==> src/rtl/muldiv_pkg.sv <==
// muldiv_pkg: shared types and constants
// for the iterative multiply/divide unit.
package muldiv_pkg;

    localparam int DEF_DATA_W = 32;
    localparam int DEF_CNT_W  = 6;

    localparam logic [31:0] DIV0_LO = 32'hFFFFFFFF;

    typedef enum logic [1:0] {
        S_IDLE,
        S_RUN,
        S_FIX,
        S_DONE
    } state_t;

    typedef enum logic {
        OP_MULT,
        OP_DIV
    } op_t;

endpackage

==> src/rtl/muldiv_addsub.sv <==
// muldiv_addsub: shared add/subtract used by
// both the Booth and restoring iterations.
module muldiv_addsub
    import muldiv_pkg::*;
#(
    parameter int W = DEF_DATA_W + 1
) (
    input  logic [W-1:0] i_a,
    input  logic [W-1:0] i_b,
    input  logic         i_sub,
    output logic [W-1:0] o_sum
);

    // single adder, b optionally subtracted
    always_comb begin
        o_sum = i_sub ? (i_a - i_b) : (i_a + i_b);
    end

endmodule

==> src/rtl/muldiv_sequencer.sv <==
// muldiv_sequencer: signed MULT (Booth r2) and
// DIV (restoring) on one shared adder.
module muldiv_sequencer
    import muldiv_pkg::*;
#(
    parameter int DATA_W = DEF_DATA_W,
    parameter int CNT_W  = DEF_CNT_W
) (
    input  logic              clk,
    input  logic              reset,
    input  logic              mult_start,
    input  logic              div_start,
    input  logic [DATA_W-1:0] op_a,
    input  logic [DATA_W-1:0] op_b,
    output logic              busy,
    output logic              mult_done,
    output logic              div_done,
    output logic              div_zero,
    output logic [DATA_W-1:0] hi_out,
    output logic [DATA_W-1:0] lo_out
);

    localparam int W1 = DATA_W + 1;
    localparam int MS = DATA_W - 1;

    state_t            r_state;
    state_t            w_state_nxt;
    op_t               r_op;
    logic [W1-1:0]     r_acc;
    logic [W1-1:0]     r_m;
    logic [DATA_W-1:0] r_q;
    logic              r_q1;
    logic              r_neg_q;
    logic              r_neg_r;
    logic              r_dz;
    logic [CNT_W-1:0]  r_cnt;
    logic [DATA_W-1:0] r_hi;
    logic [DATA_W-1:0] r_lo;

    logic              w_mul;
    logic              w_sub;
    logic [W1-1:0]     w_a;
    logic [W1-1:0]     w_sum;
    logic [W1-1:0]     w_booth;
    logic [DATA_W-1:0] w_abs_a;
    logic [W1-1:0]     w_sb;
    logic [W1-1:0]     w_abs_b;
    logic [DATA_W-1:0] w_fix_r;
    logic [DATA_W-1:0] w_fix_q;
    logic              w_b_zero;

    muldiv_addsub #(
        .W(W1)
    ) u_addsub (
        .i_a  (w_a),
        .i_b  (r_m),
        .i_sub(w_sub),
        .o_sum(w_sum)
    );

    // adder operand steering, magnitudes, sign fixup
    always_comb begin
        w_mul    = (r_op == OP_MULT);
        w_a      = w_mul ? r_acc
                         : {r_acc[MS:0], r_q[MS]};
        w_sub    = w_mul ? (r_q[0] & ~r_q1) : 1'b1;
        w_booth  = (r_q[0] ^ r_q1) ? w_sum : r_acc;
        w_abs_a  = op_a[MS] ? (~op_a + 1'b1) : op_a;
        w_sb     = {op_b[MS], op_b};
        w_abs_b  = op_b[MS] ? (~w_sb + 1'b1) : w_sb;
        w_b_zero = (op_b == '0);
        w_fix_r  = r_acc[MS:0];
        w_fix_q  = r_q;
        if (!w_mul && r_neg_r) begin
            w_fix_r = ~r_acc[MS:0] + 1'b1;
        end
        if (!w_mul && r_neg_q) begin
            w_fix_q = ~r_q + 1'b1;
        end
    end

    // next-state logic
    always_comb begin
        w_state_nxt = r_state;
        unique case (r_state)
            S_IDLE: begin
                if (mult_start) begin
                    w_state_nxt = S_RUN;
                end else if (div_start) begin
                    w_state_nxt = w_b_zero ? S_DONE
                                           : S_RUN;
                end
            end
            S_RUN: begin
                if (r_cnt == CNT_W'(1)) begin
                    w_state_nxt = S_FIX;
                end
            end
            S_FIX:   w_state_nxt = S_DONE;
            S_DONE:  w_state_nxt = S_IDLE;
            default: w_state_nxt = S_IDLE;
        endcase
    end

    // state register
    always_ff @(posedge clk) begin
        if (reset) begin
            r_state <= S_IDLE;
        end else begin
            r_state <= w_state_nxt;
        end
    end

    // operand latch, iteration and result registers
    always_ff @(posedge clk) begin
        if (reset) begin
            r_op    <= OP_MULT;
            r_acc   <= '0;
            r_m     <= '0;
            r_q     <= '0;
            r_q1    <= 1'b0;
            r_neg_q <= 1'b0;
            r_neg_r <= 1'b0;
            r_dz    <= 1'b0;
            r_cnt   <= '0;
            r_hi    <= '0;
            r_lo    <= '0;
        end else begin
            unique case (r_state)
                S_IDLE: begin
                    if (mult_start) begin
                        r_op    <= OP_MULT;
                        r_acc   <= '0;
                        r_m     <= {op_a[MS], op_a};
                        r_q     <= op_b;
                        r_q1    <= 1'b0;
                        r_neg_q <= 1'b0;
                        r_neg_r <= 1'b0;
                        r_dz    <= 1'b0;
                        r_cnt   <= CNT_W'(DATA_W);
                    end else if (div_start) begin
                        r_op <= OP_DIV;
                        r_dz <= w_b_zero;
                        if (w_b_zero) begin
                            r_hi <= op_a;
                            r_lo <= DATA_W'(DIV0_LO);
                        end else begin
                            r_acc   <= '0;
                            r_m     <= w_abs_b;
                            r_q     <= w_abs_a;
                            r_neg_q <= op_a[MS] ^ op_b[MS];
                            r_neg_r <= op_a[MS];
                            r_cnt   <= CNT_W'(DATA_W);
                        end
                    end
                end
                S_RUN: begin
                    r_cnt <= r_cnt - CNT_W'(1);
                    if (w_mul) begin
                        r_acc <= {w_booth[W1-1],
                                  w_booth[W1-1:1]};
                        r_q   <= {w_booth[0], r_q[MS:1]};
                        r_q1  <= r_q[0];
                    end else begin
                        r_acc <= w_sum[W1-1] ? w_a : w_sum;
                        r_q   <= {r_q[MS-1:0],
                                  ~w_sum[W1-1]};
                    end
                end
                S_FIX: begin
                    r_hi <= w_fix_r;
                    r_lo <= w_fix_q;
                end
                S_DONE: begin
                end
                default: begin
                end
            endcase
        end
    end

    // status and result outputs
    always_comb begin
        busy      = (r_state != S_IDLE);
        mult_done = (r_state == S_DONE) && (r_op == OP_MULT);
        div_done  = (r_state == S_DONE) && (r_op == OP_DIV);
        div_zero  = div_done && r_dz;
        hi_out    = r_hi;
        lo_out    = r_lo;
    end

endmodule

==> config.mk <==
export PLATFORM = sky130hd
export DESIGN_NAME = muldiv_sequencer
export DESIGN_NICKNAME = d
export VERILOG_FILES = /design/src/rtl/muldiv_pkg.sv /design/src/rtl/muldiv_addsub.sv /design/src/rtl/muldiv_sequencer.sv
export SDC_FILE = /design/constraint.sdc
export NUM_CORES = 1
export LEC_CHECK = 0
export ABC_CLOCK_PERIOD_IN_PS = 8400
export BUFFER_PORTS_ARGS = -buffer_cell sky130_fd_sc_hd__buf_2
export CAP_MARGIN = 20
export CORE_MARGIN = 1.5
export CORE_UTILIZATION = 43
export CTS_CLUSTER_SIZE = 12
export DETAILED_ROUTE_END_ITERATION = 16
export PLACE_DENSITY_LB_ADDON = 0.15
export SLEW_MARGIN = 20
export SYNTH_ARGS = -nofsm -noshare
export SYNTH_HDL_FRONTEND = slang
export SYNTH_HIERARCHICAL = 1
export SYNTH_SLANG_ARGS = --single-unit
==> constraint.sdc <==
create_clock -name clk -period 8.4 [get_ports clk]
set_input_delay 0.84 -clock clk [delete_from_list [all_inputs] [get_ports clk]]
set_output_delay 0.84 -clock clk [all_outputs]
set_load 0.02 [all_outputs]
==> results.json, run 1 <==
{
  "cap_violations": 0,
  "synthTopCellsByCount": "243 x nand2_1, 207 x a21oi_1, 175 x dfxtp_1",
  "cts_tree": "done",
  "finalNetCount": 2110,
  "p_leak_nw": 6.147,
  "finalPower_mw": 6.116,
  "seqPwrFrac_pct": 22.2,
  "htree_num_levels": 4,
  "portBuffers": 135,
  "hpwl_um": 39070,
  "crit_path_end_kind": "flip-flop",
  "p_int_mw": 2.945,
  "r2r-start": "r_m[1]$_SDFFE_PP0P_",
  "cts_resized": 0,
  "final.min_clock_period_ns": 5.357,
  "min_from": "hi_out[12]$_SDFFE_PP0P_",
  "reg2reg_to": "r_acc[31]$_SDFFE_PP0P_",
  "firstDrtPassIters": 6,
  "rrSetupSlack_ns": 3.04,
  "cts.sinks": 175,
  "place_ws_ns": 3.059,
  "finalClockSkew_ns": 0.01654,
  "synth_top_area_share_pct": 23.75,
  "p_switching_mw": 3.172,
  "grt.overflow.total": 0,
  "whs_path_depth": 2,
  "cts_hold_buf": 0,
  "fp.dieH_um": 188.2,
  "cts-root-buf": "clkbuf_16",
  "power_density_mw_per_mm2": 381.0,
  "grt_pass1_vias": 13790,
  "die-width_um": 188.2,
  "drv_slew": 0,
  "setup_ws_ns": 3.043,
  "syn_inst": 2011,
  "grt_pass1_wl_um": 80390,
  "dr_total_vias": 15160,
  "netlist_area_sq_mm": 0.01475,
  "finalSetupTns_ns": 0,
  "postRouteAntennaNets": 0,
  "stdcell_count": 2458,
  "synth.distinct_cells": 78,
  "antenna_found_initial": 2,
  "setup-violations-final": 0,
  "worst_pin_slew_ns": 1.085,
  "critPathMaxStageDelay_ns": 0.55,
  "vias_per_cell": 6.168,
  "reg2reg_depth": 22,
  "critPathKind": "reg2reg",
  "hp-class": "reg2reg",
  "critical_path_buf_inv_count": 2,
  "placed_cells": 2426,
  "post_drt_wl_per_cell_um": 21.29,
  "synth_edf_count": 0,
  "dieArea_sq_mm": 0.03543,
  "yosys_warnings": 6,
  "max_freq_ghz": 0.1867,
  "startpoint": "r_m[1]$_SDFFE_PP0P_",
  "synthFlopType": "dfxtp_1",
  "crit_required_ns": 8.77,
  "crit_fanout": 35,
  "rows": 67,
  "ios": 136,
  "numCtsBuffers": 17,
  "ys_seq_area_share_pct": 23.75,
  "routed_wl_um": 52340,
  "post-cts-setup-buffer-count": 0,
  "async_flop_share_pct": 0,
  "gp_congestion": 0.9305,
  "core_area_sq_mm": 0.03362,
  "cpMostUsedCell": "a21oi_1",
  "avgSynthCellArea_sq_um": 7.335,
  "layout_worst_path_cycle_share_pct": 63.78,
  "ir_worst_vdd_uv": 223.7,
  "crit_arrival_ns": 5.73,
  "p_sw_share_pct": 51.86,
  "whs_endpoint": "hi_out[12]$_SDFFE_PP0P_",
  "syn-num-nets": 2124,
  "drive_gt1_share_pct": 12.29,
  "critPathTopFamily": "simple AND/OR/NAND/NOR gates",
  "yosysMostFrequentCell": "nand2_1",
  "slew_headroom_pct": 27.67,
  "syn_to_final_growth_pct": 8.829,
  "power_frac_clock_pct": 13.5,
  "route.detailed.drc": 0,
  "status": "complete, no violations",
  "clock_path_buffers": 2,
  "insertion_delay_ns": 0.45,
  "cpMaxStageDelayCell": "nor3b_1",
  "grt.total_usage_pct": 28.89,
  "ys_top_cells_by_area": "dfxtp_1 24%, xnor2_1 7.4%, a21oi_1 7.0%, mux2i_1 6.4%, nand2_1 6.2%",
  "start_util_pct": 43.88,
  "crit_chain": "inv_1 > ha_1 > nor3b_1 > nand3_1 > nor2_1 > a21oi_1 > xnor2_1 > ha_1 > a21oi_1 > nand2_1 > a41o_1 > a21oi_1 > o21ai_1 > a41o_1 > or4_1 > nand4_1 > buf_4 > nor2b_1 > a211oi_1 > a21oi_1 > nand3_1 > a21oi_1",
  "grt_max_degree": 65,
  "initialDrtViolationCount": 1530,
  "cp-start-kind": "flip-flop",
  "synth_top_area_cell": "dfxtp_1",
  "finalHoldViolations": 0,
  "synth-seq-cells": 175,
  "power_frac_comb_pct": 64.3,
  "clk_pin_slew_ns": 0.07,
  "rsz0062_at_grt": "false"
}
[state kept, by name, summed over array words and instances, names as in the netlist]
| signal | flops |
|---|---|
| lo_out | 32 |
| hi_out | 32 |
| r_acc | 33 |
| r_neg_q | 1 |
| r_q | 32 |
| r_q1 | 1 |
| r_state | 2 |
| r_dz | 1 |
| r_cnt | 6 |
| r_neg_r | 1 |
| r_m | 33 |
| r_op | 1 |
[layout by cell type (no fill, tap or decap), drive strengths merged, types with 32 or more instances in the layout]
cell type    n
nand2      243
a21oi      208
dfxtp      175
nor2       152
buf        151
xnor2      125
mux2i       94
o21ai       93
a211oi      69
nand3       64
inv         47
xor2        46
ha          44
nor3        43
o211ai      42
nor4        34
nor2b       33
mux2        32
[per-stage QoR]
stage / util, % / area (sq um) / hold slack [ns]
floorplan: - / 14750 / 0.4406
global placement: 45.96 / 15450 / 0.4385
detailed placement: 45.96 / 15450 / 0.4418
CTS: 47.72 / 16040 / 0.4510
global route: 47.75 / 16050 / 0.4739
finish: 47.76 / 16050 / 0.4509
[worst min-delay path: stages, from the launching register on]
cell     delay (ns)
dfxtp_1        0.31
nand2_1        0.05
a21oi_1        0.05
[area by class of cell]
type / count / area (sq um)
Clock inverter: 13 / 152.6
Clock buffer: 18 / 439.2
Fill cell: 3453 / 17560
Sequential cell: 175 / 3507
Multi-Input combinational cell: 1609 / 10430
Antenna cell: 1 / 2.502
Timing Repair Buffer: 151 / 798.3
Tap cell: 448 / 560.5
Inverter: 43 / 161.4
[cell families (layout without fill, tap and decap cells)]
| kind of cell | Yosys count | in the layout | synth area share [%] |
|---|---|---|---|
| XOR/XNOR | 171 | 171 | 10.20 |
| other | 0 | 1 | 0 |
| adder cells (fa/ha/maj) | 45 | 45 | 3.868 |
| AND/OR/NAND/NOR | 693 | 693 | 22.43 |
| AO/OA/AOI/OAI | 574 | 574 | 24.94 |
| flip-flops | 175 | 175 | 23.75 |
| multiplexers | 126 | 126 | 8.821 |
| buffers and inverters | 227 | 225 | 5.988 |
[routing by layer]
metal | track usage [%] | wire [um]
met3 | 5.699 | 4593
met5 | 0 | 13
met4 | 8.585 | 1306
met1 | 39.42 | 22670
met2 | 45.94 | 23760
[worst max-delay path by stage]
stage                                   to  slack, ns  cells after the start
CTS                 r_acc[31]$_SDFFE_PP0P_       3.02                     22
finish              r_acc[31]$_SDFFE_PP0P_       3.04                     22
global placement    r_acc[31]$_SDFFE_PP0P_       3.15                     22
floorplan           r_acc[32]$_SDFFE_PP0P_       2.74                     23
detailed placement  r_acc[31]$_SDFFE_PP0P_       3.06                     22
global route        r_acc[24]$_SDFFE_PP0P_       2.52                     21
[power groups by stage]
stage	clock network, mW	registers (mW)	logic [mW]
after floorplan	0	1.25	2.99
after CTS	0.839	1.35	3.88
final	0.827	1.35	3.93
after global routing	0.872	1.39	4.32
after global placement	0	1.36	3.83
after detailed placement	0	1.37	3.87
No activity file was read; power rests on OpenSTA's default activity.
==> inputs of run 2 (changes only) <==
ABC_CLOCK_PERIOD_IN_PS = 4400   (was 8400)
clock period = 4.4 ns   (was 8.4 ns; I/O delays follow)
==> results.json, run 2 (synthesis results as in run 1) <==
{
  "hpwl_um": 40930,
  "rows": 67,
  "firstDrtPassIters": 5,
  "grt-busiest-layer": "met2",
  "ios": 136,
  "cts-root-buf": "clkbuf_16",
  "finalClockSkew_ns": 0.009117,
  "setup-violations-final": 0,
  "route.detailed.drc": 0,
  "p_leak_nw": 6.787,
  "p_int_mw": 6.509,
  "critical_path_buf_inv_count": 6,
  "dieArea_sq_mm": 0.03543,
  "syn_to_final_growth_pct": 17.18,
  "initialDrtViolationCount": 1449,
  "power_frac_clock_pct": 11.4,
  "crit_required_ns": 4.77,
  "final_common_cell": "nand2_1",
  "drv_slew": 0,
  "die-width_um": 188.2,
  "finalHoldViolations": 0,
  "seqPwrFrac_pct": 19.4,
  "grt_max_degree": 75,
  "portBuffers": 135,
  "grt_pass1_wl_um": 83550,
  "grt_pass1_vias": 14490,
  "placedInstanceArea_sq_mm": 0.01630,
  "stdcell_count": 2573,
  "fin_area_sq_mm": 0.01729,
  "ff_latch_area_sq_mm": 0.003518,
  "finalNetCount": 2225,
  "cts.sinks": 175,
  "postRouteAntennaNets": 0,
  "use_met1_pct": 40.66,
  "cp.depth": 21,
  "core_area_sq_mm": 0.03362,
  "cap_violations": 0,
  "setup_ws_ns": 0.1140,
  "dr_total_vias": 15650,
  "layout_worst_path_cycle_share_pct": 97.41,
  "placed_cells": 2528,
  "status": "complete, no violations",
  "p_sw_share_pct": 49.61,
  "multi_input_area_sq_mm": 0.01070,
  "grt.met3_usage_pct": 7.543,
  "start_util_pct": 43.88,
  "cts_tree": "done",
  "grt.total_usage_pct": 29.87,
  "critPathKind": "reg2reg",
  "reg2reg_depth": 21,
  "cpMaxStageDelayCell": "or4_1",
  "power_density_mw_per_mm2": 747.3,
  "rsz0062_at_grt": "true",
  "numCtsBuffers": 17,
  "crit_chain": "inv_1 > ha_2 > or2_4 > buf_6 > a21oi_2 > xnor2_1 > ha_1 > buf_4 > buf_4 > a41o_1 > a21oi_2 > o21ai_2 > a41o_1 > or4_1 > nand4_1 > buf_6 > clkbuf_16 > mux2i_1 > a21oi_1 > nand3_1 > a21oi_1",
  "p_switching_mw": 6.409,
  "fillers": 3335,
  "vias_per_cell": 6.082,
  "whs_path_depth": 3,
  "final.min_clock_period_ns": 4.286,
  "critPathTopFamily": "compound AO/OA/AOI/OAI gates",
  "routed_wl_um": 54560,
  "clk_pin_slew_ns": 0.07,
  "hp-class": "in2reg",
  "antenna_found_initial": 5,
  "clock_path_buffers": 2,
  "htree_num_levels": 4,
  "final_cell_mix": "242 x nand2_1, 193 x a21oi_1, 169 x dfxtp_1",
  "cp-start-kind": "flip-flop",
  "power_frac_comb_pct": 69.2,
  "gp_congestion": 0.9687,
  "drive_gt1_share_pct": 19.40,
  "crit_path_end_kind": "flip-flop",
  "post_drt_wl_per_cell_um": 21.20,
  "ir_worst_vdd_uv": 347.0,
  "grt_use_met2_pct": 46.86,
  "crit_arrival_ns": 4.66,
  "slew_headroom_pct": 24.26,
  "worst_pin_slew_ns": 1.108,
  "insertion_delay_ns": 0.45,
  "fp.dieH_um": 188.2,
  "reg_top3": "r_acc (33), r_m (33)",
  "critPathMaxStageDelay_ns": 0.48,
  "max_freq_ghz": 0.2333,
  "final_core_util_pct": 51.42,
  "grt.overflow.total": 0,
  "place_ws_ns": -0.1482,
  "crit_fanout": 17
}
==> run 2: metrics by stage <==
step	power, mW	hold slack, ns	TNS, ns
global placement	10.68	0.4389	-1.363
finish	12.92	0.3747	0
detailed placement	10.78	0.4459	-1.181
global route	13.83	0.3689	-0.5101
floorplan	8.251	0.4406	0
CTS	12.42	0.3695	0
==> run 2: what timing repair did <==
action	4_1_cts	5_1_grt
resized for setup	8	58
hold buffers	0	0
endpoints found under the setup margin	34	34
gates cloned	1	3
setup buffers	1	9
pin swaps	1	44
hold endpoints to repair	0	0
==> run 2: worst paths after layout <==
path / to / slack (ns) / from
setup / recovery: r_acc[21]$_SDFFE_PP0P_ / 0.11 / r_q1$_SDFFE_PP0P_
hold / removal: r_op$_SDFFE_PP0P_ / 0.37 / div_start
setup reg to reg: r_acc[21]$_SDFFE_PP0P_ / 0.11 / r_q1$_SDFFE_PP0P_
hold reg to reg: hi_out[4]$_SDFFE_PP0P_ / 0.45 / hi_out[4]$_SDFFE_PP0P_
==> run 2: area by class of cell <==
class,count,share of cell area (%)
tap,448,3.243
timing repair buffer,265,10.37
sequential,175,20.35
antenna,1,0.01448
inverter,43,0.9338
clock inverter,10,0.4705
clock buffer,21,2.722
multi-input combinational,1610,61.90
==> run 2: power groups by stage <==
stage | Sequential, mW | Combinational, mW | Clock, mW
4_1_cts | 2.47 | 8.45 | 1.49
5_1_grt | 2.55 | 9.72 | 1.56
2_1_floorplan | 2.39 | 5.87 | 0
3_3_place_gp | 2.49 | 8.19 | 0
3_5_place_dp | 2.51 | 8.28 | 0
6_report | 2.50 | 8.94 | 1.48
==> run 2: worst register-to-register path: cells and delay by family (launching register included) <==
| kind | cells | cell delay (ns) |
|---|---|---|
| compound gates | 7 | 1.13 |
| mux | 1 | 0.08 |
| xor+xnor | 1 | 0.15 |
| simple gates | 4 | 1.10 |
| flops | 1 | 0.36 |
| buf+inv | 6 | 0.89 |
| fa+ha+maj | 2 | 0.51 |
==> run 2: metal layers <==
layer  routed length, um  up-vias
met1               24240     7479
li1                    -     7451
met5                  44        -
met3                5018       88
met2               24140      625
met4                1107        6
